`config.mk`:
```
export PLATFORM = sky130hd
export DESIGN_NAME = flash_sequencer
export DESIGN_NICKNAME = d
export VERILOG_FILES = /design/src/rtl/video_pkg.sv /design/src/rtl/sync_edge_detect.sv /design/src/rtl/flash_sequencer.sv
export SDC_FILE = /design/constraint.sdc
export NUM_CORES = 1
export LEC_CHECK = 0
export ABC_AREA = 1
export CORE_ASPECT_RATIO = 1.75
export CORE_MARGIN = 5
export CORE_UTILIZATION = 40
export CTS_CLUSTER_DIAMETER = 80
export DETAILED_ROUTE_END_ITERATION = 8
export HOLD_SLACK_MARGIN = 0.02
export PLACE_DENSITY = 0.63
export SYNTH_ARGS = -nofsm -noshare
export SYNTH_HDL_FRONTEND = slang
export SYNTH_SLANG_ARGS = --single-unit
```
`constraint.sdc`:
```
create_clock -name clock -period 2.8 [get_ports clock]
set_input_delay 0.56 -clock clock [delete_from_list [all_inputs] [get_ports clock]]
set_output_delay 0.56 -clock clock [all_outputs]
set_load 0.03 [all_outputs]
```
`src/rtl/video_pkg.sv`:
```
// Types and defaults shared by the test-pattern video generator and its flash sequencer.
// The sequencer state encoding lives here so monitors and the generator agree on it.
package video_pkg;

   typedef enum logic [1:0] {
      IDLE    = 2'd0,
      WAIT_FB = 2'd1,
      ON      = 2'd2,
      OFF     = 2'd3
   } seq_state_t;

   // Level of vsync while sync is asserted, as produced by the timing generator
   localparam logic VSYNC_POL_DEFAULT = 1'b0;

endpackage

```
`src/rtl/sync_edge_detect.sv`:
```
// Registers a timing signal twice and flags the cycle where the registered copy
// first reaches the ACTIVE level.
module sync_edge_detect #(
   parameter logic ACTIVE = 1'b1
) (
   input  logic clock,
   input  logic reset,
   input  logic sig_in,
   output logic active_edge
);

   logic sig_q_reg;
   logic sig_prev_reg;

   always_ff @(posedge clock) begin
      if (reset) begin
         sig_q_reg    <= 1'b0;
         sig_prev_reg <= 1'b0;
      end else begin
         sig_q_reg    <= sig_in;
         sig_prev_reg <= sig_q_reg;
      end
   end

   assign active_edge = (sig_q_reg == ACTIVE) && (sig_prev_reg != ACTIVE);

endmodule

```
`src/rtl/flash_sequencer.sv`:
```
// Frame-synchronous ON/OFF flash scheduler for the lag-tester pattern generator.
// Flash level only moves on frame boundaries; measure_start marks the first active pixel of each ON period.
module flash_sequencer
   import video_pkg::*;
#(
   parameter logic VSYNC_POL = VSYNC_POL_DEFAULT,
   parameter int   FRAME_W   = 8,
   parameter int   REPEAT_W  = 16
) (
   input  logic                clock,
   input  logic                reset,
   input  logic                vsync_in,
   input  logic                de_in,
   input  logic                start,
   input  logic                stop,
   input  logic [FRAME_W-1:0]  on_frames,
   input  logic [FRAME_W-1:0]  off_frames,
   input  logic [REPEAT_W-1:0] repeat_count,
   output logic                flash,
   output logic                measure_start,
   output logic                busy,
   output logic                done,
   output logic [REPEAT_W-1:0] cycles_done
);

   // Bit 0 tracks vsync (active at VSYNC_POL), bit 1 tracks de (active high)
   localparam logic [1:0] EDGE_LEVEL = {1'b1, VSYNC_POL};

   logic [1:0] raw_in;
   logic [1:0] edge_hit;
   logic       fb;
   logic       de_rise;

   assign raw_in = {de_in, vsync_in};

   genvar gi;
   generate
      for (gi = 0; gi < 2; gi++) begin : g_edge
         sync_edge_detect #(
            .ACTIVE (EDGE_LEVEL[gi])
         ) u_edge (
            .clock       (clock),
            .reset       (reset),
            .sig_in      (raw_in[gi]),
            .active_edge (edge_hit[gi])
         );
      end
   endgenerate

   assign fb      = edge_hit[0];
   assign de_rise = edge_hit[1];

   seq_state_t          state_reg,         state_next;
   logic                flash_reg,         flash_next;
   logic                armed_reg,         armed_next;
   logic                measure_reg,       measure_next;
   logic                done_reg,          done_next;
   logic [FRAME_W-1:0]  frame_cnt_reg,     frame_cnt_next;
   logic [REPEAT_W-1:0] cycles_done_reg,   cycles_done_next;
   logic [FRAME_W-1:0]  on_reg,            on_next;
   logic [FRAME_W-1:0]  off_reg,           off_next;
   logic [REPEAT_W-1:0] repeat_reg,        repeat_next;
   logic [REPEAT_W-1:0] cycles_inc;

   always_ff @(posedge clock) begin
      if (reset) begin
         state_reg       <= IDLE;
         flash_reg       <= 1'b0;
         armed_reg       <= 1'b0;
         measure_reg     <= 1'b0;
         done_reg        <= 1'b0;
         frame_cnt_reg   <= '0;
         cycles_done_reg <= '0;
         on_reg          <= '0;
         off_reg         <= '0;
         repeat_reg      <= '0;
      end else begin
         state_reg       <= state_next;
         flash_reg       <= flash_next;
         armed_reg       <= armed_next;
         measure_reg     <= measure_next;
         done_reg        <= done_next;
         frame_cnt_reg   <= frame_cnt_next;
         cycles_done_reg <= cycles_done_next;
         on_reg          <= on_next;
         off_reg         <= off_next;
         repeat_reg      <= repeat_next;
      end
   end

   assign cycles_inc = cycles_done_reg + REPEAT_W'(1);

   always_comb begin
      state_next       = state_reg;
      flash_next       = flash_reg;
      armed_next       = armed_reg;
      measure_next     = 1'b0;
      done_next        = 1'b0;
      frame_cnt_next   = frame_cnt_reg;
      cycles_done_next = cycles_done_reg;
      on_next          = on_reg;
      off_next         = off_reg;
      repeat_next      = repeat_reg;

      if (stop) begin
         state_next = IDLE;
         flash_next = 1'b0;
         armed_next = 1'b0;
      end else begin
         // Armed once per ON period; frame-boundary branches below re-arm it
         if (state_reg == ON && armed_reg && de_rise) begin
            measure_next = 1'b1;
            armed_next   = 1'b0;
         end

         unique case (state_reg)
            IDLE: begin
               if (start) begin
                  on_next          = (on_frames  == '0) ? FRAME_W'(1) : on_frames;
                  off_next         = (off_frames == '0) ? FRAME_W'(1) : off_frames;
                  repeat_next      = repeat_count;
                  cycles_done_next = '0;
                  frame_cnt_next   = '0;
                  state_next       = WAIT_FB;
               end
            end
            WAIT_FB: begin
               if (fb) begin
                  state_next     = ON;
                  flash_next     = 1'b1;
                  frame_cnt_next = '0;
                  armed_next     = 1'b1;
               end
            end
            ON: begin
               if (fb) begin
                  if (frame_cnt_reg == on_reg - FRAME_W'(1)) begin
                     state_next     = OFF;
                     flash_next     = 1'b0;
                     frame_cnt_next = '0;
                  end else begin
                     frame_cnt_next = frame_cnt_reg + FRAME_W'(1);
                  end
               end
            end
            OFF: begin
               if (fb) begin
                  if (frame_cnt_reg == off_reg - FRAME_W'(1)) begin
                     cycles_done_next = cycles_inc;
                     if (repeat_reg != '0 && cycles_inc == repeat_reg) begin
                        state_next = IDLE;
                        flash_next = 1'b0;
                        done_next  = 1'b1;
                     end else begin
                        state_next     = ON;
                        flash_next     = 1'b1;
                        armed_next     = 1'b1;
                        frame_cnt_next = '0;
                     end
                  end else begin
                     frame_cnt_next = frame_cnt_reg + FRAME_W'(1);
                  end
               end
            end
            default: state_next = IDLE;
         endcase
      end
   end

   assign flash         = flash_reg;
   assign measure_start = measure_reg;
   assign busy          = (state_reg != IDLE);
   assign done          = done_reg;
   assign cycles_done   = cycles_done_reg;

endmodule
```
==> impl_metrics.json <==
{
  "p_leak_nw": 2.189,
  "crit_type": "reg2reg",
  "finalCriticalPeriod_ns": 2.397,
  "htree_levels": 3,
  "p_per_area_nw_per_um2": 552.5,
  "finalMaxSlewViolations": 0,
  "fmax_mhz": 417.2,
  "syn_to_final_growth_pct": 24.45,
  "via_per_inst": 5.105,
  "dieWidth_um": 86.68,
  "use_met2": 0.3697,
  "diodes": 0,
  "layout_commonest_cell": "nand2_1",
  "syn-num-nets": 696,
  "worstMarginPinSlew_ns": 0.4725,
  "cts_setup_buffers": 0,
  "fin_worst_skew_ns": 0.006386,
  "ys_seq_area_frac": 0.3211,
  "synth_top_area_cell": "dfxtp_1",
  "final-setup-viol-count": 0,
  "dpl.hpwl_um": 9218,
  "async_reset_ff_frac": 0,
  "syn-instance-count": 650,
  "end_kind": "flop",
  "grt_max_degree": 39,
  "synthesis.area_um2": 4115,
  "netlist-cell-type-count": 31,
  "drive_above_1_share": 0.05508,
  "total_power_mw": 2.830,
  "tritoncts": "done",
  "worstSkewPairLatency_ns": 0.33,
  "post_cts_resized": 0,
  "ys_seq_elements": 66,
  "die_h_um": 144.2,
  "pre_cts_slack_ns": 0.4026,
  "min_path_type": "reg2reg",
  "wl_per_cell_um": 14.13,
  "cts.clk_slew.worst_paths_ns": 0.05,
  "core_um2": 10180,
  "firstDrtPassIters": 4,
  "gr-usage-all-layers": 0.1986,
  "drcViolationCount": 0,
  "rsz0062_at_grt": "false",
  "drt_iter0_drc": 149,
  "critPathArrivalTime_ns": 2.62,
  "ctsHoldBuffers": 0,
  "status": "completed",
  "synth.avg_cell_area_um2": 6.331,
  "clock-sinks": 66,
  "timing.final.crit_share": 0.8561,
  "totalWireLength_um": 11800,
  "start_kind": "flop",
  "clockRootBuffer": "clkbuf_16",
  "mostFrequentLayoutCells": "nand2_1, nor2_1, inv_1, dfxtp_1, nand3_1",
  "final_util": 0.5032,
  "critPathMaxFanout": 16,
  "crit_required_ns": 3.03,
  "ctsLongestPathBuffers": 2,
  "first_global_vias": 4277,
  "vdd_drop_max_mv": 0.3212,
  "initial_core_util": 0.4044,
  "ys.flop_type": "dfxtp_1",
  "holdWs_ns": 0.4304,
  "finalHoldViolCount": 0,
  "port_buffers": 57,
  "vias": 4263,
  "grt-busiest-layer": "met2",
  "finalWorstSetupSlack_ns": 0.4030,
  "grt-ovfl-total": 0,
  "yosysTopAreaCellShare": 0.3211,
  "slew_headroom": 0.6847,
  "use_met1": 0.1963,
  "fin_tns_setup_ns": 0,
  "nets": 750,
  "fill_cells": 1056,
  "row_count": 49,
  "drtAntennaViolNets": 0,
  "num_io_pins": 58,
  "antenna_found_initial": 0,
  "grt_pass1_wl_um": 19680,
  "use_met3": 0.03763,
  "synthTopCellsByArea": "dfxtp_1, nand2_1, nor2_1",
  "gp_routability_congestion": 0.8522,
  "dieArea_um2": 12500,
  "numCtsBuffers": 9,
  "yosys_warnings": 0,
  "cap_violations": 0,
  "synth_edf_count": 0
}
## stage by stage
| stage | instances | area, um2 |
|---|---|---|
| 3_3_place_gp | 820 | 4816 |
| 2_1_floorplan | 650 | 4115 |
| 6_report | 835 | 5121 |
| 4_1_cts | 835 | 5121 |
| 3_5_place_dp | 820 | 4816 |
| 5_1_grt | 835 | 5121 |
## final timing paths
check                                              from                                       end  slack, ns  cells past startpoint
setup / recovery            cycles_done[0]$_SDFFE_PP0P_             frame_cnt_reg[7]$_SDFFE_PP0P_       0.40                     12
hold / removal    g_edge[0].u_edge.sig_q_reg$_SDFF_PP0_  g_edge[0].u_edge.sig_prev_reg$_SDFF_PP0_       0.43                      2
setup reg to reg            cycles_done[0]$_SDFFE_PP0P_             frame_cnt_reg[7]$_SDFFE_PP0P_       0.40                     12
hold reg to reg   g_edge[0].u_edge.sig_q_reg$_SDFF_PP0_  g_edge[0].u_edge.sig_prev_reg$_SDFF_PP0_       0.43                      2
## kinds of logic after synthesis
group / synth area share
AND/OR/NAND/NOR: 0.3597
XOR/XNOR: 0.05655
AO/OA/AOI/OAI: 0.1368
flip-flops: 0.3211
adder cells (fa/ha/maj): 0.02432
buffers and inverters: 0.1015
## power by group
part	total, mW	internal, mW	switching, mW
combinational	0.588	0.251	0.337
clock	1.16	0.756	0.409
sequential	1.08	1.00	0.0734
## cells in the mapped netlist (8+ instances only)
cell,n
nand4_1,15
nor2_1,86
a21oi_1,57
xor2_1,11
dfxtp_1,66
ha_1,8
clkbuf_1,15
xnor2_1,13
o21ai_0,49
nand2_1,147
nand3_1,60
inv_1,83
## routing by layer
| layer | routed length, um | vias to the layer above |
|---|---|---|
| met1 | 4404 | 1940 |
| met4 | 524 | 0 |
| met3 | 428 | 33 |
| met5 | 0 | - |
| met2 | 6441 | 89 |
| li1 | - | 2201 |
## worst max-delay path: stages, from the launching register on
cell     delay (ns)
dfxtp_1        0.44
ha_1           0.23
nand2_1        0.14
nor2_4         0.23
nand2_1        0.11
nand3_1        0.08
nand2_1        0.05
nor2_1         0.19
nand3_1        0.12
nor2_2         0.19
nand4_4        0.25
a21oi_1        0.20
nor2_1         0.06
## layout make-up
type / count / area (um2) / area share
clock inverters: 2 / 35.03 / 0.006841
repair buffers: 65 / 643.1 / 0.1256
clock buffers: 13 / 270.3 / 0.05277
inverters: 83 / 311.5 / 0.06084
multi-input cells: 479 / 2381 / 0.4649
well taps: 127 / 158.9 / 0.03103
flip-flops and latches: 66 / 1321 / 0.2580
(Power assumes the default switching activity.)
